==> src/rtl/instr_encoder.sv <==
// ---------------------------------------------------------------------------
// instr_encoder
//
// Takes a bundle of instruction fields and packs it into a 32-bit ARM-style
// instruction word. The word goes into a small output FIFO. Two instruction
// classes are supported: data processing (kind=0) and multiply (kind=1).
// A multiply bundle with an unsupported sub-opcode is still consumed, but no
// word is produced; instead err pulses for one cycle.
//
// Ports
//   clk          : single clock, rising edge
//   rst_n        : asynchronous active-low reset
//   in_valid     : field bundle valid
//   in_ready     : encoder can accept a bundle (FIFO not full)
//   kind         : 0 = data processing, 1 = multiply
//   cond         : condition field [31:28]
//   opcode       : data-processing opcode
//   s_bit        : set-flags
//   imm_mode     : operand2 is a rotated immediate
//   reg_shift    : operand2 register shift amount comes from rs
//   rn, rd, rm, rs : register numbers
//   shift_type   : operand2 shift type
//   shift_count  : immediate shift amount
//   rotate       : immediate rotate field
//   imm8         : 8-bit immediate
//   mul_op       : multiply sub-opcode (word bits 23:21)
//   out_valid    : a word is available at the FIFO head
//   out_ready    : consumer takes the head word
//   out_instr    : encoded word at the FIFO head (0 when empty)
//   err          : one-cycle pulse after a rejected bundle
//   enc_count    : number of words enqueued (wraps)
// ---------------------------------------------------------------------------
module instr_encoder #(
    parameter int DEPTH = 4
) (
    input  logic        clk,
    input  logic        rst_n,
    input  logic        in_valid,
    output logic        in_ready,
    input  logic        kind,
    input  logic [3:0]  cond,
    input  logic [3:0]  opcode,
    input  logic        s_bit,
    input  logic        imm_mode,
    input  logic        reg_shift,
    input  logic [3:0]  rn,
    input  logic [3:0]  rd,
    input  logic [3:0]  rm,
    input  logic [3:0]  rs,
    input  logic [1:0]  shift_type,
    input  logic [4:0]  shift_count,
    input  logic [3:0]  rotate,
    input  logic [7:0]  imm8,
    input  logic [2:0]  mul_op,
    output logic        out_valid,
    input  logic        out_ready,
    output logic [31:0] out_instr,
    output logic        err,
    output logic [15:0] enc_count
);

    localparam int AW = (DEPTH > 1) ? $clog2(DEPTH) : 1;
    localparam int CW = AW + 1;
    localparam logic [CW-1:0] DEPTH_C = CW'(DEPTH);

    // FIFO state
    logic [31:0]   mem [DEPTH];
    logic [AW-1:0] wr_ptr_reg;
    logic [AW-1:0] rd_ptr_reg;
    logic [CW-1:0] count_reg;
    logic [CW-1:0] count_next;

    // Goes high on the first edge after reset release, keeping in_ready low
    // for the whole time reset is asserted.
    logic          run_reg;

    logic          err_reg;
    logic [15:0]   enc_count_reg;

    // Encoder
    logic [31:0]   dp_word;
    logic [31:0]   mul_word;
    logic [31:0]   enc_word;
    logic          mul_legal;
    logic          legal;

    // Handshake
    logic          accept;
    logic          push;
    logic          pop;

    // -----------------------------------------------------------------------
    // Data-processing encoding
    // -----------------------------------------------------------------------
    always_comb begin
        dp_word         = '0;
        dp_word[31:28]  = cond;
        dp_word[27:26]  = 2'b00;
        dp_word[25]     = imm_mode;
        dp_word[24:21]  = opcode;
        dp_word[20]     = s_bit;
        dp_word[19:16]  = rn;
        dp_word[15:12]  = rd;

        if (imm_mode) begin
            dp_word[11:8] = rotate;
            dp_word[7:0]  = imm8;
        end else if (reg_shift) begin
            dp_word[11:8] = rs;
            dp_word[7]    = 1'b0;
            dp_word[6:5]  = shift_type;
            dp_word[4]    = 1'b1;
            dp_word[3:0]  = rm;
        end else begin
            dp_word[11:7] = shift_count;
            dp_word[6:5]  = shift_type;
            dp_word[4]    = 1'b0;
            dp_word[3:0]  = rm;
        end

        // Compare/test ops (10xx) only update flags: S is implied, no rd.
        if (opcode[3:2] == 2'b10) begin
            dp_word[20]    = 1'b1;
            dp_word[15:12] = 4'h0;
        end

        // MOV (1101) and MVN (1111) have no first operand.
        if (opcode[3] && opcode[2] && opcode[0]) begin
            dp_word[19:16] = 4'h0;
        end
    end

    // -----------------------------------------------------------------------
    // Multiply encoding. Note rd/rn occupy swapped positions relative to
    // data processing: rd is in [19:16] and the accumulator rn in [15:12].
    // -----------------------------------------------------------------------
    always_comb begin
        mul_word         = '0;
        mul_word[31:28]  = cond;
        mul_word[27:24]  = 4'b0000;
        mul_word[23:21]  = mul_op;
        mul_word[20]     = s_bit;
        mul_word[19:16]  = rd;
        mul_word[15:12]  = rn;
        mul_word[11:8]   = rs;
        mul_word[7:4]    = 4'b1001;
        mul_word[3:0]    = rm;

        // Plain MUL has no accumulator.
        if (mul_op == 3'b000) begin
            mul_word[15:12] = 4'h0;
        end
    end

    // Supported sub-opcodes: MUL, MLA, UMULL, SMULL.
    always_comb begin
        mul_legal = 1'b0;
        case (mul_op)
            3'b000, 3'b001, 3'b100, 3'b110: mul_legal = 1'b1;
            default:                        mul_legal = 1'b0;
        endcase
    end

    assign legal    = !kind || mul_legal;
    assign enc_word = kind ? mul_word : dp_word;

    // -----------------------------------------------------------------------
    // Handshake and FIFO control
    // -----------------------------------------------------------------------
    assign in_ready  = run_reg && (count_reg < DEPTH_C);
    assign out_valid = (count_reg != '0);

    assign accept = in_valid && in_ready;
    assign push   = accept && legal;
    assign pop    = out_valid && out_ready;

    always_comb begin
        count_next = count_reg;
        case ({push, pop})
            2'b10:   count_next = count_reg + 1'b1;
            2'b01:   count_next = count_reg - 1'b1;
            default: count_next = count_reg;
        endcase
    end

    always_ff @(posedge clk or negedge rst_n) begin
        if (!rst_n) begin
            run_reg       <= 1'b0;
            wr_ptr_reg    <= '0;
            rd_ptr_reg    <= '0;
            count_reg     <= '0;
            err_reg       <= 1'b0;
            enc_count_reg <= '0;
        end else begin
            run_reg   <= 1'b1;
            count_reg <= count_next;
            err_reg   <= accept && !legal;
            if (push) begin
                wr_ptr_reg    <= (wr_ptr_reg == AW'(DEPTH - 1)) ? '0 : wr_ptr_reg + 1'b1;
                enc_count_reg <= enc_count_reg + 16'd1;
            end
            if (pop) begin
                rd_ptr_reg <= (rd_ptr_reg == AW'(DEPTH - 1)) ? '0 : rd_ptr_reg + 1'b1;
            end
        end
    end

    // Storage carries no reset; empty entries are masked on the output.
    always_ff @(posedge clk) begin
        if (push) begin
            mem[wr_ptr_reg] <= enc_word;
        end
    end

    assign out_instr = out_valid ? mem[rd_ptr_reg] : 32'h0;
    assign err       = err_reg;
    assign enc_count = enc_count_reg;

endmodule

==> config.mk <==
export PLATFORM = sky130hd
export DESIGN_NAME = instr_encoder
export DESIGN_NICKNAME = d
export VERILOG_FILES = /design/src/rtl/instr_encoder.sv
export SDC_FILE = /design/constraint.sdc
export NUM_CORES = 1
export LEC_CHECK = 0
export BUFFER_PORTS_ARGS = -buffer_cell sky130_fd_sc_hd__buf_4
export CAP_MARGIN = 20
export CELL_PAD_IN_SITES_DETAIL_PLACEMENT = 1
export CELL_PAD_IN_SITES_GLOBAL_PLACEMENT = 1
export CORE_MARGIN = 1.5
export CORE_UTILIZATION = 42
export CTS_CLUSTER_SIZE = 25
export DETAILED_ROUTE_END_ITERATION = 10
export PLACE_DENSITY = 0.79
export SLEW_MARGIN = 20
export SYNTH_ARGS = -nofsm -noshare
export SYNTH_HDL_FRONTEND = slang
export SYNTH_SLANG_ARGS = --single-unit
export TNS_END_PERCENT = 10
==> constraint.sdc <==
create_clock -name clk -period 2.45 [get_ports clk]
set_input_delay 0.1225 -clock clk [delete_from_list [all_inputs] [get_ports clk]]
set_output_delay 0.1225 -clock clk [all_outputs]
set_load 0.005 [all_outputs]
==> flow_metrics.env <==
export IMPL_status="finished clean"
export IMPL_worst_clock_skew_ns=0.00604
export IMPL_final_cell_mix="sky130_fd_sc_hd__edfxtp_1, sky130_fd_sc_hd__buf_4, sky130_fd_sc_hd__and2_1, sky130_fd_sc_hd__mux4_2, sky130_fd_sc_hd__dfrtp_1"
export IMPL_maximum_number_of_pins_on_one_net_before_global_route_repair=32
export IMPL_remaining_drc_errors=0
export IMPL_cts_made_buffers=17
export IMPL_worst_ir_drop_vdd_mv=0.536
export IMPL_cts_hold_buf=5
export IMPL_antenna_diode_count=0
export IMPL_congestion_overflow_gr=0
export IMPL_vias=3514
export IMPL_via_count_of_the_first_global_routing_pass=3834
export IMPL_detailed_route_vias_per_instance=5.24
export IMPL_comb_power_share=0.289
export IMPL_cp_start_kind="flop"
export IMPL_num_io_pins=105
export IMPL_numClockSinks=145
export IMPL_tritoncts="built"
export IMPL_relSlewSlack=0.470
export IMPL_post_dp_hpwl_um=9310
export IMPL_setup_reg_to_reg_worst_slack_ns=0.43
export IMPL_antenna_violations_before_repair=0
export IMPL_drt_antenna_violating_nets=0
export IMPL_netSwitchingFraction=0.268
export IMPL_synth_top_area_cell="sky130_fd_sc_hd__edfxtp_1"
export IMPL_rr_startpoint="count_reg[2]"
export IMPL_cts_htree_levels=4
export IMPL_drv_slew=0
export IMPL_synth_edff_count=120
export IMPL_p_clk_frac=0.328
export IMPL_endpoint="out_instr[13]"
export IMPL_synthesized_flop_and_latch_total=145
export IMPL_synth_async_reset_ratio=0.172
export IMPL_layout_area_overhead_pct=28.4
export IMPL_nets=540
export IMPL_gp_routability_congestion=0.721
export IMPL_drt_initial_violations=243
export IMPL_setup_viol=0
export IMPL_class_of_the_worst_hold_path="in -> reg"
export IMPL_floorplan_initialDensity=0.436
export IMPL_die_w_um=124
export IMPL_cts_root_buffer_cell="sky130_fd_sc_hd__clkbuf_16"
export IMPL_worst_hold_slack_ns=0.0286
export IMPL_worst_path_most_repeated_cell="sky130_fd_sc_hd__buf_4"
export IMPL_drt_wirelength_per_cell_um=20.7
export IMPL_grt_pass1_wl_um=21200
export IMPL_totalWireLength_um=13900
export IMPL_drv_cap=0
export IMPL_finalCriticalPeriod_ns=2.34
export IMPL_chipHeight_um=124
export IMPL_power_internal_uw=5990
export IMPL_grt_util_all_layers=0.193
export IMPL_worst_setup_hold_path_clk_slew_ns=0.06
export IMPL_synth_seq_area_share=0.691
export IMPL_seq_power_share=0.383
export IMPL_p_leak_uw=0.00300
export IMPL_p_sw_uw=2190
export IMPL_clockBufferDepth=2
export IMPL_largest_reg_flops=120
export IMPL_io_buffers=102
export IMPL_post_cts_resized_instances=0
export IMPL_placementRows=43
export IMPL_critical_path_peak_fanout=15
export IMPL_detailedRoute_firstPassIterationCount=4
export IMPL_post_route_cells_drive_above_1_share=0.377
export IMPL_synth_area_leaders="sky130_fd_sc_hd__edfxtp_1, sky130_fd_sc_hd__mux4_2, sky130_fd_sc_hd__dfrtp_1"
export IMPL_clock_latency_of_the_later_clocked_register_in_the_worst_skew_pair_ns=0.42
export IMPL_synth_cell_type_count=37
export IMPL_power_dens_cells_nw_per_um2=1040
export IMPL_ys_warn_count=0
export IMPL_synth_area_um2=6120
export IMPL_timing_fmax_mhz=427
export IMPL_crit_start="rd_ptr_reg[0]"
export IMPL_worstMarginPinSlew_ns=0.792
export IMPL_worst_setup_path_type="reg -> out"
export IMPL_postCtsSetupBuffers=0
export IMPL_post_synth_inst_count=358
export IMPL_worst_ep_required_time_ns=2.33
export IMPL_hold_start="kind"
export IMPL_r2r_end="mem[3][28]"
export IMPL_rsz0062_at_grt="false"
export IMPL_wp_data_arrival_ns=2.22
export IMPL_timing_reg2reg_worst_path_depth=5
export IMPL_cell_by_cell_trace_of_the_critical_path="buf_4 -> mux4_2 -> and2_1 -> buf_4"
export IMPL_synthFlopType="sky130_fd_sc_hd__edfxtp_1"
export IMPL_design_die_area_um2=15300
export IMPL_share_of_the_synthesized_area_in_the_top_cell_type=0.589
export IMPL_cpMaxStageDelayCell="sky130_fd_sc_hd__dfrtp_2"
export IMPL_core_area_um2=14000
export IMPL_layout_commonest_cell="sky130_fd_sc_hd__edfxtp_1"
export IMPL_final_period_utilization=0.955
export IMPL_largest_stage_delay_on_the_critical_path_ns=0.66
export IMPL_synthesis_area_per_instance_um2=17.1
export IMPL_finalSetupTns_ns=0
export IMPL_finalHoldViolCount=0
export IMPL_crit_path_end_kind="output port"
## critical path, delay by kind of cell, from the launching register on
kind | cells | cell delay, ns
buffers and inverters | 2 | 0.41
DFF | 1 | 0.66
muxes | 1 | 0.52
and+or+nand+nor | 1 | 0.18
## worst min-delay path by stage
stage / slack [ns] / depth (start not counted) / to
2_1_floorplan: -0.17 / 0 / count_reg[0]
3_3_place_gp: 0.04 / 1 / enc_count[15]
3_5_place_dp: 0.05 / 1 / enc_count[13]
4_1_cts: 0.02 / 3 / err
5_1_grt: 0.02 / 3 / err
6_report: 0.03 / 3 / err
## cell type report
class	instances	area, µm²
well taps	180	225
inverters	10	37.5
multi-input cells	187	1780
fillers	1326	6190
flip-flops and latches	145	4230
repair buffers	117	966
clock buffers	20	437
clock inverters	12	183
## Yosys cell counts, types with 2 or more instances
library cell and number:
sky130_fd_sc_hd__nand4_1 6, sky130_fd_sc_hd__a22o_1 4, sky130_fd_sc_hd__a22oi_1 4, sky130_fd_sc_hd__inv_1 10, sky130_fd_sc_hd__nand3_1 3, sky130_fd_sc_hd__mux2i_1 3
sky130_fd_sc_hd__a21oi_1 2, sky130_fd_sc_hd__and4_1 2, sky130_fd_sc_hd__a21o_1 4, sky130_fd_sc_hd__xnor2_1 11, sky130_fd_sc_hd__mux4_2 30, sky130_fd_sc_hd__o21ai_0 11
sky130_fd_sc_hd__ha_1 7, sky130_fd_sc_hd__conb_1 2, sky130_fd_sc_hd__buf_2 6, sky130_fd_sc_hd__edfxtp_1 120, sky130_fd_sc_hd__nand2_1 22, sky130_fd_sc_hd__and3_1 4
sky130_fd_sc_hd__xor2_1 7, sky130_fd_sc_hd__nor2b_1 2, sky130_fd_sc_hd__buf_4 2, sky130_fd_sc_hd__dfrtp_1 25, sky130_fd_sc_hd__mux2_2 8, sky130_fd_sc_hd__and2_1 35
sky130_fd_sc_hd__buf_1 2, sky130_fd_sc_hd__nor2_1 9, sky130_fd_sc_hd__clkbuf_1 7
## cells by family (layout without fill, tap and decap cells)
group / after synthesis / count (layout) / share of synthesized area
fa+ha+maj: 8 / 8 / 0.0176
xor+xnor: 18 / 18 / 0.0258
compound gates: 29 / 29 / 0.0356
flops: 145 / 145 / 0.691
buf+inv: 27 / 159 / 0.0190
simple gates: 87 / 87 / 0.0771
mux: 42 / 42 / 0.133
other cells: 2 / 3 / 0.00123
## power groups by stage
stage	Sequential [µW]	Clock, µW	Combinational [µW]
after floorplan	3060	0	1370
after global routing	3160	2830	2570
after global placement	3150	0	2310
final	3130	2680	2370
after CTS	3140	2730	2420
after detailed placement	3180	0	2380
## metrics by stage
| step | util | setup slack (ns) | instances | cell area (µm²) | total power [µW] |
|---|---|---|---|---|---|
| after floorplan | - | 0.115 | 359 | 6120 | 4430 |
| after global placement | 0.512 | 0.537 | 634 | 7190 | 5470 |
| after detailed placement | 0.512 | 0.421 | 634 | 7190 | 5560 |
| after CTS | 0.559 | 0.0488 | 671 | 7860 | 8280 |
| after global routing | 0.559 | 0.00273 | 671 | 7860 | 8560 |
| final | 0.559 | 0.111 | 671 | 7860 | 8180 |
## layer usage
| metal | up-vias | share of wire | GRT usage | routed length [µm] |
|---|---|---|---|---|
| met2 | 119 | 0.50 | 0.323 | 6990 |
| met3 | 23 | 0.056 | 0.0485 | 780 |
| met1 | 1775 | 0.42 | 0.238 | 5840 |
| met5 | - | 0 | 0 | 0 |
| li1 | 1597 | - | - | - |
| met4 | 0 | 0.022 | 0.0855 | 300 |
Note: power is estimated with default switching activity, not from simulation.
